`src/rtl/controlador_rega_if.sv`:
```
// controlador_rega_if: the controller's command, sensor and display/actuator signals.
// The master side drives commands and raw sensors; the slave side is the controller.
interface controlador_rega_if;
    logic       start;
    logic       stop;
    logic [1:0] nivel_raw;
    logic       limpa_raw;
    logic       mista_raw;
    logic [3:0] umid;
    logic       S;
    logic [3:0] ContA;
    logic [1:0] ContB;
    logic       Nv1;
    logic       Nv0;
    logic       Limp;
    logic       Mist;
    logic       bomba;
    logic [3:0] valvula;
    logic       alarme;

    modport master (
        output start, stop, nivel_raw, limpa_raw, mista_raw, umid,
        input  S, ContA, ContB, Nv1, Nv0, Limp, Mist, bomba, valvula, alarme
    );

    modport slave (
        input  start, stop, nivel_raw, limpa_raw, mista_raw, umid,
        output S, ContA, ContB, Nv1, Nv0, Limp, Mist, bomba, valvula, alarme
    );
endinterface

```
`src/rtl/controlador_rega.sv`:
```
// controlador_rega: irrigation sequencer sitting in front of the 4-digit display
// selector. Runs up to four zones for IRR_TIME time units each, with a one-tick
// pause between zones, and raises an alarm when the tank reads empty.
// Optional build macro: SKIP_WET_ZONE_EN (zones whose umid bit is set are skipped).
module controlador_rega #(
    parameter int TICK_DIV  = 50000000,
    parameter int SCAN_DIV  = 50000,
    parameter int IRR_TIME  = 10,
    parameter int NUM_ZONES = 4
) (
    input  logic              clk,
    input  logic              rst_n,
    controlador_rega_if.slave bus
);
    localparam int TW = (TICK_DIV > 2) ? $clog2(TICK_DIV) : 1;
    localparam int SW = (SCAN_DIV > 2) ? $clog2(SCAN_DIV) : 1;
    localparam logic [TW-1:0] TICK_LAST = TW'(TICK_DIV - 1);
    localparam logic [SW-1:0] SCAN_LAST = SW'(SCAN_DIV - 1);
    localparam logic [3:0]    IRR_LOAD  = 4'(IRR_TIME);
    localparam logic [1:0]    LAST_ZONE = 2'(NUM_ZONES - 1);

    typedef enum logic [1:0] {IDLE, IRRIGATE, PAUSE, ALARM} state_t;

    logic [1:0]    lvl_s1_q, lvl_s2_q;
    logic          limp_s1_q, limp_s2_q, mist_s1_q, mist_s2_q;
    logic [TW-1:0] presc_q, presc_d;
    logic [SW-1:0] scan_q, scan_d;
    logic          s_q, s_d;
    state_t        state_q, state_d;
    logic [3:0]    conta_q, conta_d;
    logic [1:0]    contb_q, contb_d;
    logic          bomba_q, bomba_d;
    logic [3:0]    valv_q, valv_d;
    logic          alarme_q, alarme_d;

    logic          tick, lvl_empty;
    logic          first_ok, next_ok;
    logic [1:0]    first_zone, next_zone;

    assign tick      = (presc_q == TICK_LAST);
    assign lvl_empty = (lvl_s2_q == 2'b00);

`ifdef SKIP_WET_ZONE_EN
    // Lowest dry zone overall (first) and lowest dry zone above the current one (next)
    always_comb begin
        first_ok   = 1'b0;
        first_zone = 2'd0;
        next_ok    = 1'b0;
        next_zone  = 2'd0;
        for (int i = NUM_ZONES - 1; i >= 0; i--) begin
            if (!bus.umid[i]) begin
                first_ok   = 1'b1;
                first_zone = 2'(i);
                if (i > int'(contb_q)) begin
                    next_ok   = 1'b1;
                    next_zone = 2'(i);
                end
            end
        end
    end
`else
    // Zones run strictly in order; umid has no effect in this build
    logic unused_umid;
    assign unused_umid = ^bus.umid;
    assign first_ok    = 1'b1;
    assign first_zone  = 2'd0;
    assign next_ok     = (contb_q != LAST_ZONE);
    assign next_zone   = contb_q + 2'd1;
`endif

    // Sequencer next state: stop beats empty tank, which beats the tick
    always_comb begin
        state_d = state_q;
        conta_d = conta_q;
        contb_d = contb_q;
        case (state_q)
            IDLE: begin
                // With every zone wet a start is simply dropped, alarm included
                if (bus.start && first_ok) begin
                    if (lvl_empty) begin
                        state_d = ALARM;
                    end else begin
                        state_d = IRRIGATE;
                        conta_d = IRR_LOAD;
                        contb_d = first_zone;
                    end
                end
            end
            IRRIGATE: begin
                if (bus.stop) begin
                    state_d = IDLE;
                    conta_d = 4'd0;
                    contb_d = 2'd0;
                end else if (lvl_empty) begin
                    state_d = ALARM;
                end else if (tick) begin
                    if (conta_q > 4'd1) begin
                        conta_d = conta_q - 4'd1;
                    end else begin
                        conta_d = 4'd0;
                        if (next_ok) begin
                            state_d = PAUSE;
                            contb_d = next_zone;
                        end else begin
                            state_d = IDLE;
                            contb_d = 2'd0;
                        end
                    end
                end
            end
            PAUSE: begin
                if (bus.stop) begin
                    state_d = IDLE;
                    conta_d = 4'd0;
                    contb_d = 2'd0;
                end else if (lvl_empty) begin
                    state_d = ALARM;
                end else if (tick) begin
                    state_d = IRRIGATE;
                    conta_d = IRR_LOAD;
                end
            end
            ALARM: begin
                // Counters hold while alarmed; acknowledge only once the tank has water
                if (bus.start && !lvl_empty) begin
                    state_d = IDLE;
                    conta_d = 4'd0;
                    contb_d = 2'd0;
                end
            end
            default: begin
                state_d = IDLE;
                conta_d = 4'd0;
                contb_d = 2'd0;
            end
        endcase
    end

    // Actuator outputs follow the next state so they register with the transition
    always_comb begin
        bomba_d  = (state_d == IRRIGATE);
        valv_d   = bomba_d ? (4'b0001 << contb_d) : 4'b0000;
        alarme_d = (state_d == ALARM);
    end

    // Time-unit prescaler, restarted on each entry to IRRIGATE so the first
    // decrement lands a full tick period after the valve opens
    always_comb begin
        if ((state_d == IRRIGATE && state_q != IRRIGATE) || tick) begin
            presc_d = '0;
        end else begin
            presc_d = presc_q + TW'(1);
        end
    end

    // Free-running digit-scan divider
    always_comb begin
        s_d = s_q;
        if (scan_q == SCAN_LAST) begin
            scan_d = '0;
            s_d    = ~s_q;
        end else begin
            scan_d = scan_q + SW'(1);
        end
    end

    // Two-flop synchronizers for the asynchronous tank and water-quality sensors
    always_ff @(posedge clk or negedge rst_n) begin
        if (!rst_n) begin
            lvl_s1_q  <= 2'b00;
            lvl_s2_q  <= 2'b00;
            limp_s1_q <= 1'b0;
            limp_s2_q <= 1'b0;
            mist_s1_q <= 1'b0;
            mist_s2_q <= 1'b0;
        end else begin
            lvl_s1_q  <= bus.nivel_raw;
            lvl_s2_q  <= lvl_s1_q;
            limp_s1_q <= bus.limpa_raw;
            limp_s2_q <= limp_s1_q;
            mist_s1_q <= bus.mista_raw;
            mist_s2_q <= mist_s1_q;
        end
    end

    // Sequencer state, counters, dividers and registered outputs
    always_ff @(posedge clk or negedge rst_n) begin
        if (!rst_n) begin
            state_q  <= IDLE;
            conta_q  <= 4'd0;
            contb_q  <= 2'd0;
            presc_q  <= '0;
            scan_q   <= '0;
            s_q      <= 1'b0;
            bomba_q  <= 1'b0;
            valv_q   <= 4'b0000;
            alarme_q <= 1'b0;
        end else begin
            state_q  <= state_d;
            conta_q  <= conta_d;
            contb_q  <= contb_d;
            presc_q  <= presc_d;
            scan_q   <= scan_d;
            s_q      <= s_d;
            bomba_q  <= bomba_d;
            valv_q   <= valv_d;
            alarme_q <= alarme_d;
        end
    end

    assign bus.S       = s_q;
    assign bus.ContA   = conta_q;
    assign bus.ContB   = contb_q;
    assign bus.Nv1     = lvl_s2_q[1];
    assign bus.Nv0     = lvl_s2_q[0];
    assign bus.Limp    = limp_s2_q;
    assign bus.Mist    = mist_s2_q;
    assign bus.bomba   = bomba_q;
    assign bus.valvula = valv_q;
    assign bus.alarme  = alarme_q;
endmodule

```
`src/flat_wrapper.sv`:
```
// flat-port wrapper written by rule: the top's interface ports become plain ports
module controlador_rega_flat 
#(
    parameter int TICK_DIV  = 50000000,
    parameter int SCAN_DIV  = 50000,
    parameter int IRR_TIME  = 10,
    parameter int NUM_ZONES = 4
)
  (clk, rst_n, bus_start, bus_stop, bus_nivel_raw, bus_limpa_raw, bus_mista_raw, bus_umid, bus_S, bus_ContA, bus_ContB, bus_Nv1, bus_Nv0, bus_Limp, bus_Mist, bus_bomba, bus_valvula, bus_alarme);
  controlador_rega_if bus_i ();
  input  logic clk;
  input  logic rst_n;
  input wire logic [$bits(bus_i.start)-1:0] bus_start;
  input wire logic [$bits(bus_i.stop)-1:0] bus_stop;
  input wire logic [$bits(bus_i.nivel_raw)-1:0] bus_nivel_raw;
  input wire logic [$bits(bus_i.limpa_raw)-1:0] bus_limpa_raw;
  input wire logic [$bits(bus_i.mista_raw)-1:0] bus_mista_raw;
  input wire logic [$bits(bus_i.umid)-1:0] bus_umid;
  output wire logic [$bits(bus_i.S)-1:0] bus_S;
  output wire logic [$bits(bus_i.ContA)-1:0] bus_ContA;
  output wire logic [$bits(bus_i.ContB)-1:0] bus_ContB;
  output wire logic [$bits(bus_i.Nv1)-1:0] bus_Nv1;
  output wire logic [$bits(bus_i.Nv0)-1:0] bus_Nv0;
  output wire logic [$bits(bus_i.Limp)-1:0] bus_Limp;
  output wire logic [$bits(bus_i.Mist)-1:0] bus_Mist;
  output wire logic [$bits(bus_i.bomba)-1:0] bus_bomba;
  output wire logic [$bits(bus_i.valvula)-1:0] bus_valvula;
  output wire logic [$bits(bus_i.alarme)-1:0] bus_alarme;
  assign bus_i.start = bus_start;
  assign bus_i.stop = bus_stop;
  assign bus_i.nivel_raw = bus_nivel_raw;
  assign bus_i.limpa_raw = bus_limpa_raw;
  assign bus_i.mista_raw = bus_mista_raw;
  assign bus_i.umid = bus_umid;
  assign bus_S = bus_i.S;
  assign bus_ContA = bus_i.ContA;
  assign bus_ContB = bus_i.ContB;
  assign bus_Nv1 = bus_i.Nv1;
  assign bus_Nv0 = bus_i.Nv0;
  assign bus_Limp = bus_i.Limp;
  assign bus_Mist = bus_i.Mist;
  assign bus_bomba = bus_i.bomba;
  assign bus_valvula = bus_i.valvula;
  assign bus_alarme = bus_i.alarme;
  controlador_rega #(.TICK_DIV(TICK_DIV), .SCAN_DIV(SCAN_DIV), .IRR_TIME(IRR_TIME), .NUM_ZONES(NUM_ZONES)) u_core (.clk(clk), .rst_n(rst_n), .bus(bus_i));
endmodule
```
`config.mk`:
```
export PLATFORM = sky130hd
export DESIGN_NAME = controlador_rega_flat
export DESIGN_NICKNAME = d
export VERILOG_FILES = /design/src/rtl/controlador_rega_if.sv /design/src/rtl/controlador_rega.sv /design/src/flat_wrapper.sv
export SDC_FILE = /design/constraint.sdc
export NUM_CORES = 1
export LEC_CHECK = 0
export ABC_AREA = 1
export BUFFER_PORTS_ARGS = -buffer_cell sky130_fd_sc_hd__buf_2
export CORE_UTILIZATION = 45
export DETAILED_ROUTE_END_ITERATION = 16
export MAX_ROUTING_LAYER = met4
export PLACE_DENSITY = 0.68
export RECOVER_POWER = 50
export SYNTH_ARGS = -nofsm -noshare
export SYNTH_HDL_FRONTEND = slang
export SYNTH_SLANG_ARGS = --single-unit
```
`constraint.sdc`:
```
create_clock -name clk -period 1.97 [get_ports clk]
set_clock_uncertainty 0.15 [all_clocks]
set_input_delay 0.0985 -clock clk [delete_from_list [all_inputs] [get_ports clk]]
set_output_delay 0.0985 -clock clk [all_outputs]
set_load 0.1 [all_outputs]
```
**After elaboration in Yosys (flattened, before gate mapping)**

Index checks and enable logic that the tools add are counted.

- Bits in registers: 65
- Output and inout bits: 17

- $add $sub $neg: 4
- $lt $le $gt $ge: 1
- Equality and inequality tests: 16
- Shift-type cells: 1
- Multiplexer cells: 36
- Bitwise operators: 1
- Reduce and logical (&&, ||, !) cells: 7

Operators by type and width:

| operator | count |
|---|---|
| two-way mux 4 bit | 11 |
| two-way mux 2 bit | 20 |
| adder 26 x 1 -> 26 bit, second input constant | 1 |
| == test 26 bit, second input constant | 1 |
| two-way mux 26 bit | 1 |
| adder 16 x 1 -> 16 bit, second input constant | 1 |
| == test 16 bit, second input constant | 1 |
| two-way mux 16 bit | 1 |
| one-hot mux 2 bit (4 select lines) | 2 |
| one-hot mux 4 bit (4 select lines) | 1 |
| AND reduction 7 bit | 1 |
| == test 2 bit, second input constant | 3 |
| inequality test 2 bit, second input constant | 3 |
| inequality test 3 x 2 -> 1 bit, second input constant | 2 |
| inequality test 3 bit, second input constant | 2 |
| == test 2 x 1 -> 1 bit, second input constant | 2 |
| greater-than comparator 4 x 1 -> 1 bit, second input constant | 1 |
| logical NOT 2 bit | 2 |
| inequality test 2 x 1 -> 1 bit, second input constant | 2 |
| << shifter 1 x 2 -> 4 bit, first input constant | 1 |
| subtractor 4 x 1 -> 4 bit, second input constant | 1 |
| adder 2 x 1 -> 2 bit, second input constant | 1 |
| logical AND 1 bit | 2 |
| logical NOT 1 bit | 1 |
| 2 further kinds | 2 |

**Longest topological paths before layout**

- Word-level depth: 11
- Mapped depth: 13
- Gate-level depth less buffers: 13

**Worst setup path before layout**

Ideal clock, no wire load.

- Path kind: register to register
- Start: register u_core.conta_q[0] (netlist: u_core.bus.ContA[0])
- End: register u_core.presc_q[19]
- Library setup time: 122 ps
- Arrival: 2,302 ps
- Path slack: -604 ps
- Stages on the path, launching flop included: 12
- Buffers on the path: 1
- Cell sequence: dfrtp_1 inv_1 ha_1 nor2_1 nor3_1 nand4_1 nand2_1 nor2_2 nand4_2 nand2_4 buf_12 nor2_2

- Word-level cells in the longest chain between the ends: 10

RTL lines:

| what | RTL line | text |
|---|---|---|
| start, declared | controlador_rega.sv:30 | `logic [3:0] conta_q, conta_d;` |
| start signal, assigned | controlador_rega.sv:200 | `conta_q <= conta_d;` |
| greater-than comparator 4 x 1 -> 1 bit | controlador_rega.sv:97 | `if (conta_q > 4'd1) begin` |
| two-way mux 2 bit | controlador_rega.sv:97 |  |
| two-way mux 2 bit | controlador_rega.sv:96 | `end else if (tick) begin` |
| two-way mux 2 bit | controlador_rega.sv:94 | `end else if (lvl_empty) begin` |
| two-way mux 2 bit | controlador_rega.sv:90 | `if (bus.stop) begin` |
| one-hot mux 2 bit (4 select lines) | controlador_rega.sv:76 | `case (state_q)` |
| == test 2 x 1 -> 1 bit | controlador_rega.sv:149 | `if ((state_d == IRRIGATE && state_q != IRRIGATE) \|\| tick) begin` |
| logical AND 1 bit | controlador_rega.sv:149 |  |
| logical OR 1 bit | controlador_rega.sv:149 |  |
| two-way mux 26 bit | controlador_rega.sv:149 |  |
| via u_core.presc_d[19] | controlador_rega.sv:26 | `logic [TW-1:0] presc_q, presc_d;` |
| end signal, assigned | controlador_rega.sv:202 | `presc_q <= presc_d;` |
| end, declared | controlador_rega.sv:26 |  |

The timed path passes the listed nets, and every way through them passes these cells.
A chain may end at the register's enable or synchronous reset.

**Final worst setup path**

- Start: register u_core.presc_q[24]
- End: register u_core.presc_q[25]

- Word-level cells in the longest chain between the ends: 9
- Elaborated cells between the ends (all ways): 13

RTL lines:

| what | RTL line | text |
|---|---|---|
| == test 26 bit | controlador_rega.sv:40 | `assign tick = (presc_q == TICK_LAST);` |
| two-way mux 2 bit (on tied branches) | controlador_rega.sv:118, controlador_rega.sv:96 |  |
| two-way mux 2 bit (on tied branches) | controlador_rega.sv:116, controlador_rega.sv:94 |  |
| two-way mux 2 bit (on tied branches) | controlador_rega.sv:112, controlador_rega.sv:90 |  |
| one-hot mux 2 bit (4 select lines) | controlador_rega.sv:76 |  |
| == test 2 x 1 -> 1 bit | controlador_rega.sv:149 |  |
| logical AND 1 bit | controlador_rega.sv:149 |  |
| logical OR 1 bit | controlador_rega.sv:149 |  |
| two-way mux 26 bit * | controlador_rega.sv:149 |  |
| via u_core.presc_d[25] | controlador_rega.sv:26 |  |

The timed path passes the listed nets; every way through them passes the cells marked *.

==> metrics.csv <==
metric,value,unit
Yosys top cell area share,0.474,
unrepaired setup endpoints after global routing,yes,
main area contributors after synthesis,"dfrtp_1 (47%), nand2_1 (7.7%), inv_1 (7.0%)",
synth warn,0,
cell-internal power,0.00282,W
final worst slack,-14.3,ps
top-count cell post-synth,nand2_1,
pin count of the biggest net entering global routing,25,
post-synthesis cell area,3430,um^2
reg2reg start,u_core.presc_q[24]$_DFF_PN0_,
final setup violation count,8,
Hold Path Class,in2reg,
syn avg cell area,8.37,um^2
VDD IR-drop max,0.000464,V
Leak,2.04,nW
initial antenna violation count,0,
Port Buffers,24,
first drt pass iteration count,5,
total grt overflow,0,
clk sink count,65,
routed len/inst,12.4,um
CP Data Required Time,2100,ps
Yosys cell types,27,
Core Region,7290,um^2
status,"finished, violations left",
CP startpoint,u_core.presc_q[24]$_DFF_PN0_,
CP Class,reg2reg,
DR vias,2951,
Reg power frac,0.323,
Max-slew headroom,0.435,
crit-path max FO,5,
ant diodes,0,
# rows,31,
clock root cell,clkbuf_8,
die height,89.3,um
Die Wd,89.3,um
Post-synth top cells,"nand2_1 (70), dfrtp_1 (65), inv_1 (64)",
Syn Inst Count,410,
final hold slack,125,ps
largest family of logic cells by synthesized area,simple AND/OR/NAND/NOR gates,
Synth Area in XOR/XNOR,0.0664,
"EDFF count, synth",0,
syn nets,427,
register area,1650,um^2
Total Nets Final,513,
failing checks,negative setup slack,
post-DP HPWL,5210,um
CTS Buf Count,9,
Post-Synth Adder-Cell Area,0.0182,
CP Launch Type,flop,
CTS H-tree depth,3,
first-pass GRT wire length,11900,um
Tcrit/Tclk final,1.01,
max-slew violations,0,
"flops & latches, synth",65,
Clock Tree Buf Depth,2,
multiplexer share of the synthesized area,0,
Tmin final,1980,ps
DRC errors left,0,
CTS tree,done,
PD cells,1140,nW/um^2
vias in the first global route,2735,
Multi-input gate area,1730,um^2
Layout fillers,642,
DR vias/cell,4.92,
final hold violation count,0,
ANT nets after route,0,
Post-synth ARST share,1.00,
post-synthesis compound-gate area fraction,0.0427,
hold path start,bus_stop,
Comb power frac,0.478,
Synth Area in Simple Gates,0.318,
sequential share of the synthesized area,0.474,
GRT Overall Usage,0.204,
Worst-Skew Late Latency,350,ps
Layout Utilization,0.619,
Die Area,7980,um^2
fraction of layout cells with a size suffix above 1,0.337,
P&R area growth vs syn,31.5,%
Tightest Pin Transition,848,ps
clock share of power,0.199,
total wire length,7430,um
Critical Path Sink Type,flop,
CP arrival,2120,ps
Synth area leader,dfrtp_1,
max-cap violations,0,
Top-Level Pins,29,
switch share,0.450,
Psw,0.00231,W
GP Congestion,0.917,
Initial Utilization,0.470,
FMAX,504,MHz
Worst-path clk slew,70,ps
DR iter-0 viols,122,
Synth Flop Type,dfrtp_1,
## sequential cells by signal, summed over array words and instances, names as in the netlist
register,cells
u_core.bus.S,1
u_core.limp_s1_q,1
u_core.bus.bomba,1
u_core.bus.Mist,1
u_core.bus.ContB,2
u_core.bus.ContA,4
u_core.state_q,2
u_core.lvl_s2_q,2
u_core.presc_q,26
u_core.bus.valvula,4
u_core.scan_q,16
u_core.bus.Limp,1
u_core.mist_s1_q,1
u_core.lvl_s1_q,2
u_core.bus.alarme,1
## cells in the final DEF, fill, tap and decap left out, types with 2 or more instances in the layout
master	count
nand3_1	18
nor4_1	4
a31oi_1	4
nor2_1	44
nor3_2	2
dfrtp_1	55
clkinvlp_4	2
clkinv_2	2
nand2_1	63
dlygate4sd3_1	6
inv_1	61
dfrtp_4	4
nand2_2	10
clkbuf_1	3
inv_4	2
nor3_1	12
nand4_1	15
ha_4	2
buf_12	3
nor2_2	24
o21ai_1	3
xor2_1	20
xnor2_1	3
nor2_4	19
buf_4	40
xor2_2	2
o21ai_0	11
dfrtp_2	6
clkbuf_8	10
nand3_2	3
buf_2	23
ha_2	2
a21oi_1	7
## stage by stage
step	cells	power [W]	setup TNS (ps)	instance area (um^2)	setup WS [ps]
2_1_floorplan	410	0.00334	-1280	3500	-73.9
3_3_place_gp	565	0.00386	-48.2	4000	-48.2
3_5_place_dp	565	0.00389	-1380	4000	-99.6
4_1_cts	590	0.00500	-112	4300	-17.9
5_1_grt	600	0.00542	-4420	4510	-158
6_report	600	0.00513	-49.6	4510	-14.3
## cells by family after synthesis
| kind of cell | after synthesis |
|---|---|
| compound gates | 27 |
| xor+xnor | 26 |
| fa+ha+maj | 5 |
| buf+inv | 66 |
| flops | 65 |
| simple gates | 221 |
## power by group through the flow
stage                     registers [W]  logic [W]  clock network, W
after detailed placement        0.00167    0.00222                 0
after CTS                       0.00165    0.00229           0.00106
after floorplan                 0.00231    0.00103                 0
after global routing            0.00168    0.00264           0.00110
final                           0.00165    0.00245           0.00102
after global placement          0.00166    0.00220                 0
## worst paths after layout
kind                                                         to  slack, ps  depth (start not counted)
worst max-delay path               u_core.presc_q[25]$_DFF_PN0_        -10                         12
worst min-delay path            u_core.bus.ContA[0]$_DFFE_PN0P_        120                          6
worst max register to register     u_core.presc_q[25]$_DFF_PN0_        -10                         12
worst min register to register        u_core.bus.Mist$_DFF_PN0_        200                          0
max in group asynchronous           u_core.presc_q[4]$_DFF_PN0_        470                          3
min in group asynchronous            u_core.limp_s1_q$_DFF_PN0_        220                          2
## final cells by class
class                      instances  area share
inverter                          64      0.0543
tap                               99      0.0274
clock inverter                     6     0.00943
clock buffer                      10      0.0305
multi-input combinational        279       0.384
timing repair buffer              77       0.129
sequential                        65       0.365
## worst max-delay path, cell delays in order (launching register included)
cell and delay [ps]:
dfrtp_1 390, inv_1 100, nand2_1 60, nor2_1 150, nand3_2 120, nor2_4 180, nand4_1 180, nand2_2 140
nor2_4 50, nand4_4 60, nand2_4 90, clkbuf_16 170, nor2_1 80
## routing by layer
layer,vias to the layer above,GRT usage,wire length (um)
met5,-,-,0
met4,0,0.0924,172
met3,16,0.0471,274
met2,74,0.337,3700
met1,1387,0.238,3280
li1,1474,-,-
## repair_timing
action | 4_1_cts | 5_1_grt
hold buffers | 6 | 0
setup endpoints to repair | 32 | 38
cloned | 0 | 1
setup buffers | 3 | 9
endpoints found under the hold margin | 60 | 0
resized for setup | 10 | 38
pin swaps | 7 | 21
Power figures use the tool's default switching activity.
